File: config.mk
export PLATFORM = sky130hd
export DESIGN_NAME = ir_fetch_sequencer
export DESIGN_NICKNAME = d
export VERILOG_FILES = /design/src/rtl/ir_fetch_sequencer.sv
export SDC_FILE = /design/constraint.sdc
export NUM_CORES = 1
export LEC_CHECK = 0
export BUFFER_PORTS_ARGS = -buffer_cell sky130_fd_sc_hd__buf_2
export CAP_MARGIN = 30
export CORE_MARGIN = 4
export CORE_UTILIZATION = 52
export CTS_CLUSTER_SIZE = 10
export DETAILED_ROUTE_END_ITERATION = 10
export GPL_TIMING_DRIVEN = 0
export PLACE_DENSITY = 0.81
export SYNTH_ARGS = -nofsm -noshare
export SYNTH_HDL_FRONTEND = slang
export SYNTH_SLANG_ARGS = --single-unit
File: constraint.sdc
create_clock -name Clock -period 2.5 [get_ports Clock]
set_input_delay 0.25 -clock Clock [delete_from_list [all_inputs] [get_ports Clock]]
set_output_delay 0.25 -clock Clock [all_outputs]
set_load 0.05 [all_outputs]
File: src/rtl/ir_fetch_sequencer.sv
// ir_fetch_sequencer
//   Fetches one 16-bit instruction from a byte-wide memory into the instruction
//   register. The low byte is read from PC, then the high byte from PC+1. The
//   block owns the program counter and the memory request/acknowledge handshake.
//   If memory never acknowledges, the block gives up, restores the PC and pulses
//   Fault.
//
// Ports
//   Clock    in   rising-edge clock
//   Reset    in   synchronous, active-high reset
//   Start    in   fetch request, sampled in IDLE only
//   PCLoad   in   load PC from PCIn, honoured in IDLE only (wins over Start)
//   PCIn     in   new PC value
//   MemReq   out  memory read request
//   MemAddr  out  read address (always the current PC)
//   MemAck   in   read data valid this cycle
//   MemData  in   read data byte
//   IRWrite  out  IR write strobe
//   IRLH     out  IR byte select (0 = low byte, 1 = high byte)
//   IRData   out  registered byte for the IR
//   PCOut    out  current PC
//   Busy     out  high in any state other than IDLE
//   Done     out  one-cycle pulse while the high byte is written
//   Fault    out  one-cycle pulse after a memory timeout
//
// state    | meaning
// S_IDLE   | waiting for Start; PCLoad accepted here
// S_REQ_LO | requesting the low byte at PC
// S_WR_LO  | writing the low byte to IR; PC advances
// S_REQ_HI | requesting the high byte at PC
// S_WR_HI  | writing the high byte to IR with Done; PC advances
module ir_fetch_sequencer #(
  parameter int unsigned           ADDR_WIDTH = 16,
  parameter logic [ADDR_WIDTH-1:0] RESET_PC   = '0,
  parameter int unsigned           TIMEOUT    = 15
) (
  input  logic                  Clock,
  input  logic                  Reset,
  input  logic                  Start,
  input  logic                  PCLoad,
  input  logic [ADDR_WIDTH-1:0] PCIn,
  output logic                  MemReq,
  output logic [ADDR_WIDTH-1:0] MemAddr,
  input  logic                  MemAck,
  input  logic [7:0]            MemData,
  output logic                  IRWrite,
  output logic                  IRLH,
  output logic [7:0]            IRData,
  output logic [ADDR_WIDTH-1:0] PCOut,
  output logic                  Busy,
  output logic                  Done,
  output logic                  Fault
);

  // The timeout timer counts down from TIMEOUT-1; a REQ cycle without ack
  // that finds it at zero is the TIMEOUT-th such cycle.
  localparam int unsigned           TW       = (TIMEOUT > 1) ? $clog2(TIMEOUT) : 1;
  localparam logic [TW-1:0]         TMR_LOAD = TW'(TIMEOUT - 1);
  localparam logic [TW-1:0]         TMR_ONE  = TW'(1);
  localparam logic [ADDR_WIDTH-1:0] PC_ONE   = ADDR_WIDTH'(1);

  typedef enum logic [2:0] {
    S_IDLE,
    S_REQ_LO,
    S_WR_LO,
    S_REQ_HI,
    S_WR_HI
  } state_t;

  state_t                  state, state_nxt;
  logic [ADDR_WIDTH-1:0]   pc, pc_nxt;
  logic [ADDR_WIDTH-1:0]   start_pc, start_pc_nxt;
  logic [7:0]              ir_data, ir_data_nxt;
  logic [TW-1:0]           timer, timer_nxt;
  logic                    fault_q, fault_nxt;

  always_ff @(posedge Clock) begin
    if (Reset) begin
      state    <= S_IDLE;
      pc       <= RESET_PC;
      start_pc <= RESET_PC;
      ir_data  <= 8'h00;
      timer    <= '0;
      fault_q  <= 1'b0;
    end else begin
      state    <= state_nxt;
      pc       <= pc_nxt;
      start_pc <= start_pc_nxt;
      ir_data  <= ir_data_nxt;
      timer    <= timer_nxt;
      fault_q  <= fault_nxt;
    end
  end

  always_comb begin
    state_nxt    = state;
    pc_nxt       = pc;
    start_pc_nxt = start_pc;
    ir_data_nxt  = ir_data;
    timer_nxt    = timer;
    fault_nxt    = 1'b0;

    case (state)
      S_IDLE: begin
        if (PCLoad) begin
          pc_nxt = PCIn;
        end else if (Start) begin
          start_pc_nxt = pc;
          timer_nxt    = TMR_LOAD;
          state_nxt    = S_REQ_LO;
        end
      end

      S_REQ_LO, S_REQ_HI: begin
        // An ack on the last allowed cycle still completes the read.
        if (MemAck) begin
          ir_data_nxt = MemData;
          state_nxt   = (state == S_REQ_LO) ? S_WR_LO : S_WR_HI;
        end else if (timer == '0) begin
          // Abandon the whole fetch, including a completed low byte.
          pc_nxt    = start_pc;
          fault_nxt = 1'b1;
          state_nxt = S_IDLE;
        end else begin
          timer_nxt = timer - TMR_ONE;
        end
      end

      S_WR_LO: begin
        pc_nxt    = pc + PC_ONE;
        timer_nxt = TMR_LOAD;
        state_nxt = S_REQ_HI;
      end

      S_WR_HI: begin
        pc_nxt    = pc + PC_ONE;
        state_nxt = S_IDLE;
      end

      default: state_nxt = S_IDLE;
    endcase
  end

  // Moore outputs decoded straight from the state register so that MemReq
  // never depends combinationally on MemAck.
  assign MemReq  = (state == S_REQ_LO) || (state == S_REQ_HI);
  assign MemAddr = pc;
  assign PCOut   = pc;
  assign IRWrite = (state == S_WR_LO) || (state == S_WR_HI);
  assign IRLH    = (state == S_WR_HI);
  assign Done    = (state == S_WR_HI);
  assign Busy    = (state != S_IDLE);
  assign IRData  = ir_data;
  assign Fault   = fault_q;

endmodule

==> results.toml <==
[pwr]
internal-power_w = 0.001187
power_frac_seq = 0.452
swShare = 0.3806
pwr-share-comb = 0.313
power_density_mw_per_mm2 = 612.9
p_clk_frac = 0.235
vdd_drop_max_uv = 425.3
leakage_nw = 1.353
power_switching_w = 0.0007294

[sta]
relSlewSlack = 0.5799
rsz0062_at_grt = "false"
setup_tns_ns = 0
worstMarginPinSlew_ns = 0.6301
max_freq_mhz = 462.0
fin_hold_ws_ns = 0.1948
slew_violations = 0
hold_viol_final = 0
fin_skew_ns = 0.01106
period_minus_slack_ns = 2.165
finalCritPeriodShare = 0.8658
setup_violations = 0

[setup_path]
slowest_stage = "or3_2"
critPathTopFamily = "simple AND/OR/NAND/NOR gates"
rr_worst_depth = 6
worstSetupPathType = "flip-flop to flip-flop"
worst_setup_path_end_kind = "flip-flop"
worstPathCellList = "ha_1 -> nand4_1 -> or3_2 -> o21ai_0 -> nand2_1 -> a32o_1"
r2r-start = "MemAddr[0]$_SDFFE_PP0P_"
critPathBufInv = 0
critPathLaunchType = "flip-flop"
crit_path_max_incr_delay_ns = 0.54
r2r-end = "MemAddr[14]$_SDFFE_PP0P_"
cp_data_arrival_time_ns = 2.37
critical_path.max_fanout = 8
cp_data_required_time_ns = 2.71
r2r_slack_ns = 0.34

[placement]
post_dp_cell_area_mm2 = 0.003049
hpwl_um = 5297
gp_congestion = 0.9652
port_buffers = 73

[global_route]
busiest_layer = "met2"
overflow = 0
met1_usage = 0.3319
grt_util_met3 = 0.04308
first_global_vias = 2595
grt_pass1_wl_um = 12250
grt_use_met2 = 0.3846
antenna_found_initial = 0
track_usage = 0.2435
grt_max_degree = 14

[finish]
drive_gt1_frac = 0.3058
layout_common_cells = "buf_2, nand2_1, dfxtp_1"
syn2layout_area_growth_pct = 20.26
fin_area_mm2 = 0.003127
n_antenna_cell = 0
fin_nets = 443
layout_commonest_cell = "buf_2"

[worst_hold_path]
hp-start = "MemData[4]"
min_to = "IRData[4]$_SDFFE_PP0P_"
holdPathStages = 3
min_path_type = "input pin to flip-flop"

[status]
outcome = "complete, no violations"

[die]
start_util = 0.5433
die-area_mm2 = 0.006195
core_mm2 = 0.004786
rows = 25
io_pins = 75
fp.dieW_um = 78.71
die_h_um = 78.71

[synthesis]
synth_area_per_cell_um2 = 7.831
yosys_warnings = 0
synth_edf_count = 0
synthCells = 332
syn_nets = 363
synth.yosys.seq_area_share = 0.3696
async_reset_ff_frac = 0
synth_cell_types = 50
synth_ff_type = "dfxtp_1"
synth.cell_area_mm2 = 0.002600
synth-seq-cells = 48

[clock_tree]
clk_pin_slew_worst_paths_ns = 0.09
cts_root_buffer = "clkbuf_8"
clk_path_buf_depth = 2
cts_resized = 0
cts_setup_buffers = 0
clock_latency_ns = 0.30
cts.sinks = 48
cts_tree = "done"
cts_buffers = 5
cts_max_level = 2
cts_hold_buf = 0

[flow_run]
max_cap_violations = 0

[detailed_routing]
routed_wirelength_um = 7282
vias_per_cell = 5.718
ant_nets = 0
drcViolationCount = 0
dr.pass1.iters = 5
vias = 2739
wl_per_cell_um = 15.20
dr.first_iter.drc_count = 279
==> layer usage <==
metal | vias up | part of all wire
li1 | 1326 | -
met2 | 139 | 0.46
met4 | 0 | 0.025
met3 | 27 | 0.083
met5 | - | 0
met1 | 1247 | 0.43
==> cell families (layout without fill, tap and decap cells) <==
group                    count (synthesis)  in the layout  synth area share
XOR/XNOR                                 3              3           0.01011
buffers and inverters                   51            131            0.1063
adder cells (fa/ha/maj)                  2              2          0.009623
AND/OR/NAND/NOR                        119            119            0.2127
multiplexers                            11             11           0.04764
flip-flops                              48             48            0.3696
AO/OA/AOI/OAI                           98             98            0.2440
==> cell usage after synthesis, drive strengths merged (4+ instances only) <==
cell type	number	area share
nand2	59	0.085
dfxtp	48	0.37
a21oi	43	0.083
buf	28	0.073
o21ai	18	0.035
nor2	16	0.023
nand3	13	0.025
clkbuf	12	0.018
mux2	11	0.048
inv	10	0.014
a22oi	7	0.020
nor4	5	0.012
nor2b	4	0.0096
nor3	4	0.0077
o32ai	4	0.013
or3	4	0.010
==> area by class of cell <==
type | count | area (um^2)
clock buffers | 6 | 72.57
multi-input cells | 233 | 1363
clock inverters | 1 | 5.005
repair buffers | 73 | 365.4
well taps | 67 | 83.83
fillers | 455 | 1659
flip-flops and latches | 48 | 960.9
plain buffers | 40 | 235.2
inverters | 11 | 41.29
==> worst max-delay path by stage <==
| stage | slack, ns | depth (start not counted) | end | from |
|---|---|---|---|---|
| 6_report | 0.34 | 6 | MemAddr[14]$_SDFFE_PP0P_ | MemAddr[0]$_SDFFE_PP0P_ |
| 3_5_place_dp | 0.39 | 6 | MemAddr[14]$_SDFFE_PP0P_ | MemAddr[0]$_SDFFE_PP0P_ |
| 5_1_grt | 0.19 | 8 | MemAddr[9]$_SDFFE_PP0P_ | timer[0]$_SDFFE_PP0P_ |
| 2_1_floorplan | 0.23 | 6 | MemAddr[14]$_SDFFE_PP0P_ | MemAddr[0]$_SDFFE_PP0P_ |
| 4_1_cts | 0.36 | 6 | MemAddr[14]$_SDFFE_PP0P_ | MemAddr[0]$_SDFFE_PP0P_ |
| 3_3_place_gp | 0.38 | 6 | MemAddr[14]$_SDFFE_PP0P_ | MemAddr[0]$_SDFFE_PP0P_ |
==> power by group through the flow <==
| stage | combinational [W] | sequential, W | clock [W] |
|---|---|---|---|
| floorplan | 0.000351 | 0.000975 | 0 |
| global placement | 0.000586 | 0.000882 | 0 |
| detailed placement | 0.000594 | 0.000884 | 0 |
| CTS | 0.000597 | 0.000866 | 0.000454 |
| global route | 0.000641 | 0.000876 | 0.000483 |
| finish | 0.000600 | 0.000867 | 0.000449 |
==> worst register-to-register path, stage by stage, from the launching register on <==
cell	delay, ns
dfxtp_1	0.48
ha_1	0.27
nand4_1	0.26
or3_2	0.54
o21ai_0	0.18
nand2_1	0.07
a32o_1	0.25
==> registers in the layout, summed over array words and instances, names as in the netlist <==
signal    flops
Fault         1
timer         4
state         3
start_pc     16
MemAddr      16
IRData        8
==> through the flow <==
stage          utilization  total power (W)  setup slack [ns]  std cells
6_report            0.6533         0.001916            0.3355        479
5_1_grt             0.6533         0.002001            0.1872        479
4_1_cts             0.6533         0.001916            0.3604        479
3_5_place_dp        0.6371         0.001478            0.3938        472
3_3_place_gp        0.6371         0.001468            0.3796        472
2_1_floorplan            -         0.001326            0.2331        332
Power figures use the tool's default switching activity.
